--- config.mk ---
export PLATFORM = sky130hd
export DESIGN_NAME = disp_mux_pwm
export DESIGN_NICKNAME = d
export VERILOG_FILES = /design/src/rtl/disp_pkg.sv /design/src/rtl/refresh_timer.sv /design/src/rtl/disp_mux_pwm.sv
export SDC_FILE = /design/constraint.sdc
export NUM_CORES = 1
export LEC_CHECK = 0
export ABC_CLOCK_PERIOD_IN_PS = 8000
export CORE_UTILIZATION = 49
export CTS_CLUSTER_SIZE = 40
export DETAILED_ROUTE_END_ITERATION = 8
export PLACE_DENSITY = 0.86
export SYNTH_ARGS = -nofsm -noshare
export SYNTH_HDL_FRONTEND = slang
export SYNTH_SLANG_ARGS = --single-unit
--- constraint.sdc ---
create_clock -name clk -period 8 [get_ports clk]
set_clock_uncertainty 0.1 [all_clocks]
set_input_delay 2.4 -clock clk [delete_from_list [all_inputs] [get_ports clk]]
set_output_delay 2.4 -clock clk [all_outputs]
set_load 0.005 [all_outputs]
--- src/rtl/disp_pkg.sv ---
// rtl/disp_pkg.sv - shared types, constants and the anode one-hot helper for the display mux
package disp_pkg;

    typedef logic [7:0] seg_t;

    localparam seg_t SEG_BLANK  = 8'hFF;
    localparam int   MAX_DIGITS = 16;

    // Returns a MAX_DIGITS-wide one-hot; callers truncate to their digit count.
    function automatic logic [MAX_DIGITS-1:0] onehot_n(input logic [3:0] idx);
        return MAX_DIGITS'(1) << idx;
    endfunction

endpackage

--- src/rtl/refresh_timer.sv ---
// rtl/refresh_timer.sv - slot counter and digit scan; exposes next-state values so outputs register in step
module refresh_timer #(
    parameter int N_DIGITS    = 8,
    parameter int SLOT_CYCLES = 50000
) (
    input  logic                          clk,
    input  logic                          reset,
    output logic [$clog2(N_DIGITS)-1:0]   digit_idx,
    output logic [$clog2(N_DIGITS)-1:0]   idx_nxt,
    output logic [$clog2(SLOT_CYCLES)-1:0] cnt_nxt,
    output logic                          slot_start,
    output logic                          frame_tick
);

    localparam int CNT_W = $clog2(SLOT_CYCLES);
    localparam int IDX_W = $clog2(N_DIGITS);

    logic [CNT_W-1:0] slot_cnt;

    // slot_start is high in the cycle whose closing edge begins the next slot.
    always_comb begin
        slot_start = (slot_cnt == CNT_W'(SLOT_CYCLES - 1));
        cnt_nxt    = slot_start ? '0 : slot_cnt + CNT_W'(1);
        idx_nxt    = digit_idx;
        if (slot_start) begin
            if (digit_idx == IDX_W'(N_DIGITS - 1)) begin
                idx_nxt = '0;
            end else begin
                idx_nxt = digit_idx + IDX_W'(1);
            end
        end
    end

    always_ff @(posedge clk or negedge reset) begin
        if (!reset) begin
            slot_cnt   <= '0;
            digit_idx  <= '0;
            frame_tick <= 1'b0;
        end else begin
            slot_cnt   <= cnt_nxt;
            digit_idx  <= idx_nxt;
            frame_tick <= slot_start && (idx_nxt == '0);
        end
    end

endmodule

--- src/rtl/disp_mux_pwm.sv ---
// rtl/disp_mux_pwm.sv - N-digit 7-segment mux with blanking, PWM dimming, enable mask and slot-coherent latching
module disp_mux_pwm
    import disp_pkg::*;
#(
    parameter int N_DIGITS     = 8,
    parameter int SLOT_CYCLES  = 50000,
    parameter int BLANK_CYCLES = 500,
    parameter int BRIGHT_W     = 4
) (
    input  logic                        clk,
    input  logic                        reset,
    input  logic [N_DIGITS*8-1:0]       in,
    input  logic [N_DIGITS-1:0]         en,
    input  logic [BRIGHT_W-1:0]         brightness,
    output logic [N_DIGITS-1:0]         an,
    output logic [7:0]                  sseg,
    output logic [$clog2(N_DIGITS)-1:0] digit_idx,
    output logic                        frame_tick
);

    localparam int CNT_W = $clog2(SLOT_CYCLES);
    localparam int IDX_W = $clog2(N_DIGITS);

    logic [IDX_W-1:0]    idx_nxt;
    logic [CNT_W-1:0]    cnt_nxt;
    logic                slot_start;

    logic                en_q, en_n;
    logic [BRIGHT_W-1:0] bright_q, bright_n;
    logic [BRIGHT_W-1:0] pwm_cnt, pwm_n;
    logic                drive_n;
    logic [N_DIGITS-1:0] an_n;

    refresh_timer #(
        .N_DIGITS    (N_DIGITS),
        .SLOT_CYCLES (SLOT_CYCLES)
    ) u_timer (
        .clk        (clk),
        .reset      (reset),
        .digit_idx  (digit_idx),
        .idx_nxt    (idx_nxt),
        .cnt_nxt    (cnt_nxt),
        .slot_start (slot_start),
        .frame_tick (frame_tick)
    );

    // Anode decision is made on next-state values so an and sseg always describe the same digit.
    always_comb begin
        pwm_n    = pwm_cnt + BRIGHT_W'(1);
        en_n     = slot_start ? en[idx_nxt] : en_q;
        bright_n = slot_start ? brightness : bright_q;
        drive_n  = (bright_n == '1) || (pwm_n < bright_n);
        an_n     = '1;
        if ((cnt_nxt >= CNT_W'(BLANK_CYCLES)) && en_n && drive_n) begin
            an_n = ~N_DIGITS'(onehot_n(4'(idx_nxt)));
        end
    end

    always_ff @(posedge clk or negedge reset) begin
        if (!reset) begin
            an       <= '1;
            sseg     <= SEG_BLANK;
            en_q     <= 1'b0;
            bright_q <= '0;
            pwm_cnt  <= '0;
        end else begin
            an       <= an_n;
            en_q     <= en_n;
            bright_q <= bright_n;
            pwm_cnt  <= pwm_n;
            if (slot_start) begin
                sseg <= in[{idx_nxt, 3'b000} +: 8];
            end
        end
    end

endmodule

After elaboration in Yosys (flattened, before gate mapping)

Cells that the tools add are included.

Output and inout port bits: 20
Bits of input ports: 78
Flip-flop bits (word level): 45
Logic and storage cells: 33

Bitwise logic cells: 1
Add/subtract/negate cells: 3
Shift-type cells: 2
Reduce and logical (&&, ||, !) cells: 5
Equal/unequal tests: 3
Order comparisons: 3
Multiplexer cells: 8

Operator list:

| kind                                                                                 | count |
|---|---|
| 64-bit by 7-bit variable part select with 8-bit output                               | 1 |
| 16-bit by 1-bit adder with 16-bit output, second input constant                      | 1 |
| 16-bit equality test, second input constant                                          | 1 |
| 16-bit by 9-bit greater-or-equal comparator with 1-bit output, second input constant | 1 |
| 16-bit two-way mux                                                                   | 1 |
| 8-bit two-way mux                                                                    | 1 |
| 8-bit inverter                                                                       | 1 |
| 1-bit by 3-bit left shift with 8-bit output, first input constant                    | 1 |
| 3-bit two-way mux                                                                    | 2 |
| 4-bit by 1-bit adder with 4-bit output, second input constant                        | 1 |
| 4-bit equality test, second input constant                                           | 1 |
| 3-bit by 4-bit less-than comparator with 1-bit output, second input constant         | 1 |
| 4-bit less-than comparator                                                           | 1 |
| 4-bit two-way mux                                                                    | 1 |
| 3-bit by 1-bit adder with 3-bit output, second input constant                        | 1 |
| 1-bit binary-select mux with 3-bit select                                            | 1 |
| 3-bit equality test, second input constant                                           | 1 |
| 1-bit logical AND                                                                    | 3 |
| 3-bit zero test                                                                      | 1 |
| 1-bit two-way mux                                                                    | 2 |
| 1-bit logical OR                                                                     | 1 |

Logic depth before layout (Yosys ltp)

Depth in word-level cells: 9
Depth in mapped cells: 14

Cells and area by module

A second synthesis with hierarchy kept.

Cells, all modules: 215
Area total of the unflattened synthesis: 2,680.1 um^2

Modules (own cells, without submodules):

| module        | cells an instance | seq. area each (um^2) | area each (um^2) | times used |
|---|---|---|---|---|
| disp_mux_pwm  | 132               | 645.6                 | 1,740.4          | 1 |
| refresh_timer | 83                | 500.5                 | 939.7            | 1 |

Least setup slack after synthesis

OpenSTA, ideal clock, no wires.

Path type: in2reg
Start: input brightness[2]
End: register an[2]
Setup time: 0.098 ns
Arrival time: 3.586 ns
Path buffers: 0
Cell stages on the path: 6
Slack: 4.216 ns
Path through: mux2i_1 -> ha_1 -> a21o_1 -> a211oi_1 -> o31a_1 -> nand4b_1

Longest elaborated chain between the ends: 5
Elaborated cells on any way between the ends: 6
Classes of those cells: 1 x order compare; 1 x eq/ne; 2 x mux; 2 x reduce/logical

Ends and longest elaborated chain:

| what                                                                     | line               | source |
|---|---|---|
| start: declaration                                                       | disp_mux_pwm.sv:14 | `input logic [BRIGHT_W-1:0] brightness,` |
| 4-bit two-way mux *                                                      | disp_mux_pwm.sv:51 | `bright_n = slot_start ? brightness : bright_q;` |
| 4-bit less-than comparator / 4-bit equality test (equally long branches) | disp_mux_pwm.sv:52 | `drive_n = (bright_n == '1) \|\| (pwm_n < bright_n);` |
| 1-bit logical OR *                                                       | disp_mux_pwm.sv:52 |  |
| 1-bit logical AND *                                                      | disp_mux_pwm.sv:54 | `if ((cnt_nxt >= CNT_W'(BLANK_CYCLES)) && en_n && drive_n) begin` |
| 8-bit two-way mux *                                                      | disp_mux_pwm.sv:54 |  |
| named net an_n[2]                                                        | disp_mux_pwm.sv:32 | `logic [N_DIGITS-1:0] an_n;` |
| end signal: assignment                                                   | disp_mux_pwm.sv:67 | `an <= an_n;` |
| end: declaration                                                         | disp_mux_pwm.sv:15 | `output logic [N_DIGITS-1:0] an,` |

Mark *: on every way through the listed nets, which the timed path passes. The rest lies on a longest branch.
A chain may end at the register's enable or synchronous reset.

Worst setup path in the final report

Start: input brightness[2]
End: register an[5]

Same word-level chain as after synthesis.

==> flow_summary.yaml <==
floorplan:
  core-area_um2: 5270
  fp-row-count: 26
  io_pins: 98
  dieArea_um2: 5930
  die_w_um: 77.0
  initial_core_util_pct: 52.3
  die_height_um: 77.0
critical_path:
  rrSetupSlack_ns: 4.48
  critPathArrivalTime_ns: 4.30
  startpoint_type: "primary input"
  cp_data_required_time_ns: 8.08
  end_kind: "flip-flop"
  timing_worst_setup_path_type: "primary input to flip-flop"
  worst-path-max-fanout: 8
place:
  gp_congestion: 0.809
  post-dp-hpwl_um: 5380
  placedInstanceArea_um2: 3730
  place.port_buffers: 97
  preCtsSetupSlack_ns: 3.48
timing:
  grt_setup_unrepaired: "false"
  worst_slew_margin_rel_pct: 29.4
  post-route-period-util_pct: 52.7
  timing.final.ws_setup_ns: 3.78
  worst_slew_pin_slew_ns: 1.04
  report.final.slew_viol_count: 0
  timing.fmax_mhz: 237
  finalSetupViolCount: 0
  final_report_hold_violation_count: 0
  aggregate_negative_setup_slack_ns: 0
  time_the_final_worst_path_needs_with_i_o_delays_and_setup_ns: 4.22
clocking:
  cts.sinks: 45
  postCtsHoldBufs: 0
  h-tree-depth: 2
  worstSkewPairLatency_ns: 0.29
  cts.reportedPaths.clkPinSlew_ns: 0.09
  clk_root_buffer_cell: "clkbuf_8"
  post-cts-setup-buffers: 0
  post_cts_resize_count: 0
  numCtsBuffers: 5
  cts_tree: "done"
  cts_buffer_depth: 2
grt:
  grt_usage_pct: 24.9
  first_global_vias: 2435
  grt_max_degree: 46
  grt-ovfl-total: 0
  antenna_violations_before_repair: 0
  grt_pass1_wl_um: 11700
logic_synthesis:
  postSynthNetCount: 355
  ys_ff_latch: 45
  mapped_cell_area_um2: 2760
  async_flop_share_pct: 100
  syn_avg_cell_area_um2: 10.2
  post_synth_inst_count: 270
  netlist-cell-type-count: 52
  synthesis.yosys.warnings: 0
  synth_ff_type: "dfrtp_1"
  synth_sequential_area_ratio_pct: 41.6
  synth_edf_count: 0
finish:
  fillCellCount: 407
  finish.instance_area_um2: 3840
  insertedDiodeCount: 0
  layout-drive-gt1-share_pct: 10.8
  nets: 444
  mostFrequentLayoutCell: "clkdlybuf4s50_1"
  area_growth_pct: 39.2
  final_cell_mix: "clkdlybuf4s50_1, nand2_1, mux2i_1, dfrtp_1, dfstp_2"
  final_core_util_pct: 72.9
drt:
  drt.antenna.violating_nets: 0
  drt_pre_antenna_iters: 5
  detail_route.vias_per_cell: 5.80
  route.vias.total: 2494
  drcViolationCount: 0
  detail_route.iter0.violations: 138
  totalWireLength_um: 7260
  wl_per_cell_um: 16.9
power_and_ir_drop:
  worst_ir_drop_vdd_mv: 0.130
  power_leakage_nw: 1.77
  total_power_w: 0.000450
  power.density_nw_per_um2: 117
status:
  status: "finished, final reports clean"
worst_hold_path:
  hold_path_class: "flip-flop to flip-flop"
run:
  maxCapViolCount: 0
## kinds of logic after synthesis
family | share of synthesized area (%)
multiplexers | 12.5
buffers and inverters | 3.95
flip-flops | 41.6
AND/OR/NAND/NOR | 20.9
AO/OA/AOI/OAI | 12.5
XOR/XNOR | 5.40
adder cells (fa/ha/maj) | 3.18
## state kept, by name, summed over array words and instances, names as in the netlist
name,flops
bright_q,4
u_timer.slot_cnt,16
u_timer.digit_idx,3
u_timer.frame_tick,1
pwm_cnt,4
sseg,8
en_q,1
an,8
## report_power, final
| part | internal, W | switching, W | total, W |
|---|---|---|---|
| logic | 0.0000364 | 0.0000134 | 0.0000498 |
| registers | 0.000228 | 0.000000483 | 0.000229 |
| clock network | 0.0000939 | 0.0000776 | 0.000171 |
## cell type report
type,instances,area (um^2),area share [%]
Clock buffer,6,72.6,1.89
Clock inverter,2,38.8,1.01
Inverter,5,18.8,0.489
Multi-Input combinational cell,204,1500,39.1
Sequential cell,45,1150,29.8
Tap cell,70,87.6,2.28
Timing Repair Buffer,98,973,25.4
## cells in the mapped netlist (5+ instances only)
library cell  instances  area share (%)
dfrtp_1              29              26
xor2_1               10             3.2
ha_1                  7             3.2
nand3_1              13             2.4
clkbuf_1              8             1.1
xnor2_1               7             2.2
a32oi_1               9             2.9
and3_1                5             1.1
dfstp_2              16              15
nor2_1               13             1.8
a22o_1                9             2.9
nand4_1               8             1.8
mux2i_1              31              11
a221oi_1              9             2.9
nand2_1              38             5.2
## final timing paths
kind,startpoint,end,cells past startpoint
worst max-delay path,brightness[2],an[5],7
worst min-delay path,pwm_cnt[0],pwm_cnt[0],1
worst max register to register,u_timer.slot_cnt[0],an[5],9
worst min register to register,pwm_cnt[0],pwm_cnt[0],1
max in group asynchronous,reset,u_timer.slot_cnt[13],1
min in group asynchronous,reset,pwm_cnt[0],1
## metrics by stage
| step | hold slack [ns] | instances |
|---|---|---|
| 2_1_floorplan | 0.343 | 270 |
| 3_3_place_gp | 0.377 | 422 |
| 3_5_place_dp | 0.387 | 422 |
| 4_1_cts | 0.401 | 430 |
| 5_1_grt | 0.413 | 430 |
| 6_report | 0.387 | 430 |
## worst max-delay path: stages
cell and delay (ns):
clkdlybuf4s50_1 0.48, mux2i_1 0.10, ha_1 0.36, a21o_1 0.18, a211oi_1 0.23, o31a_1 0.40, nand4_1 0.15
## metal layers
metal	global-route usage, %	vias to the layer above	share of wire [%]
met2	44.0	88	52
met1	31.8	1213	42
met3	4.64	9	5.3
met5	0	-	0
li1	-	1184	-
met4	4.91	0	0.81
No activity file was read; power rests on OpenSTA's default activity.
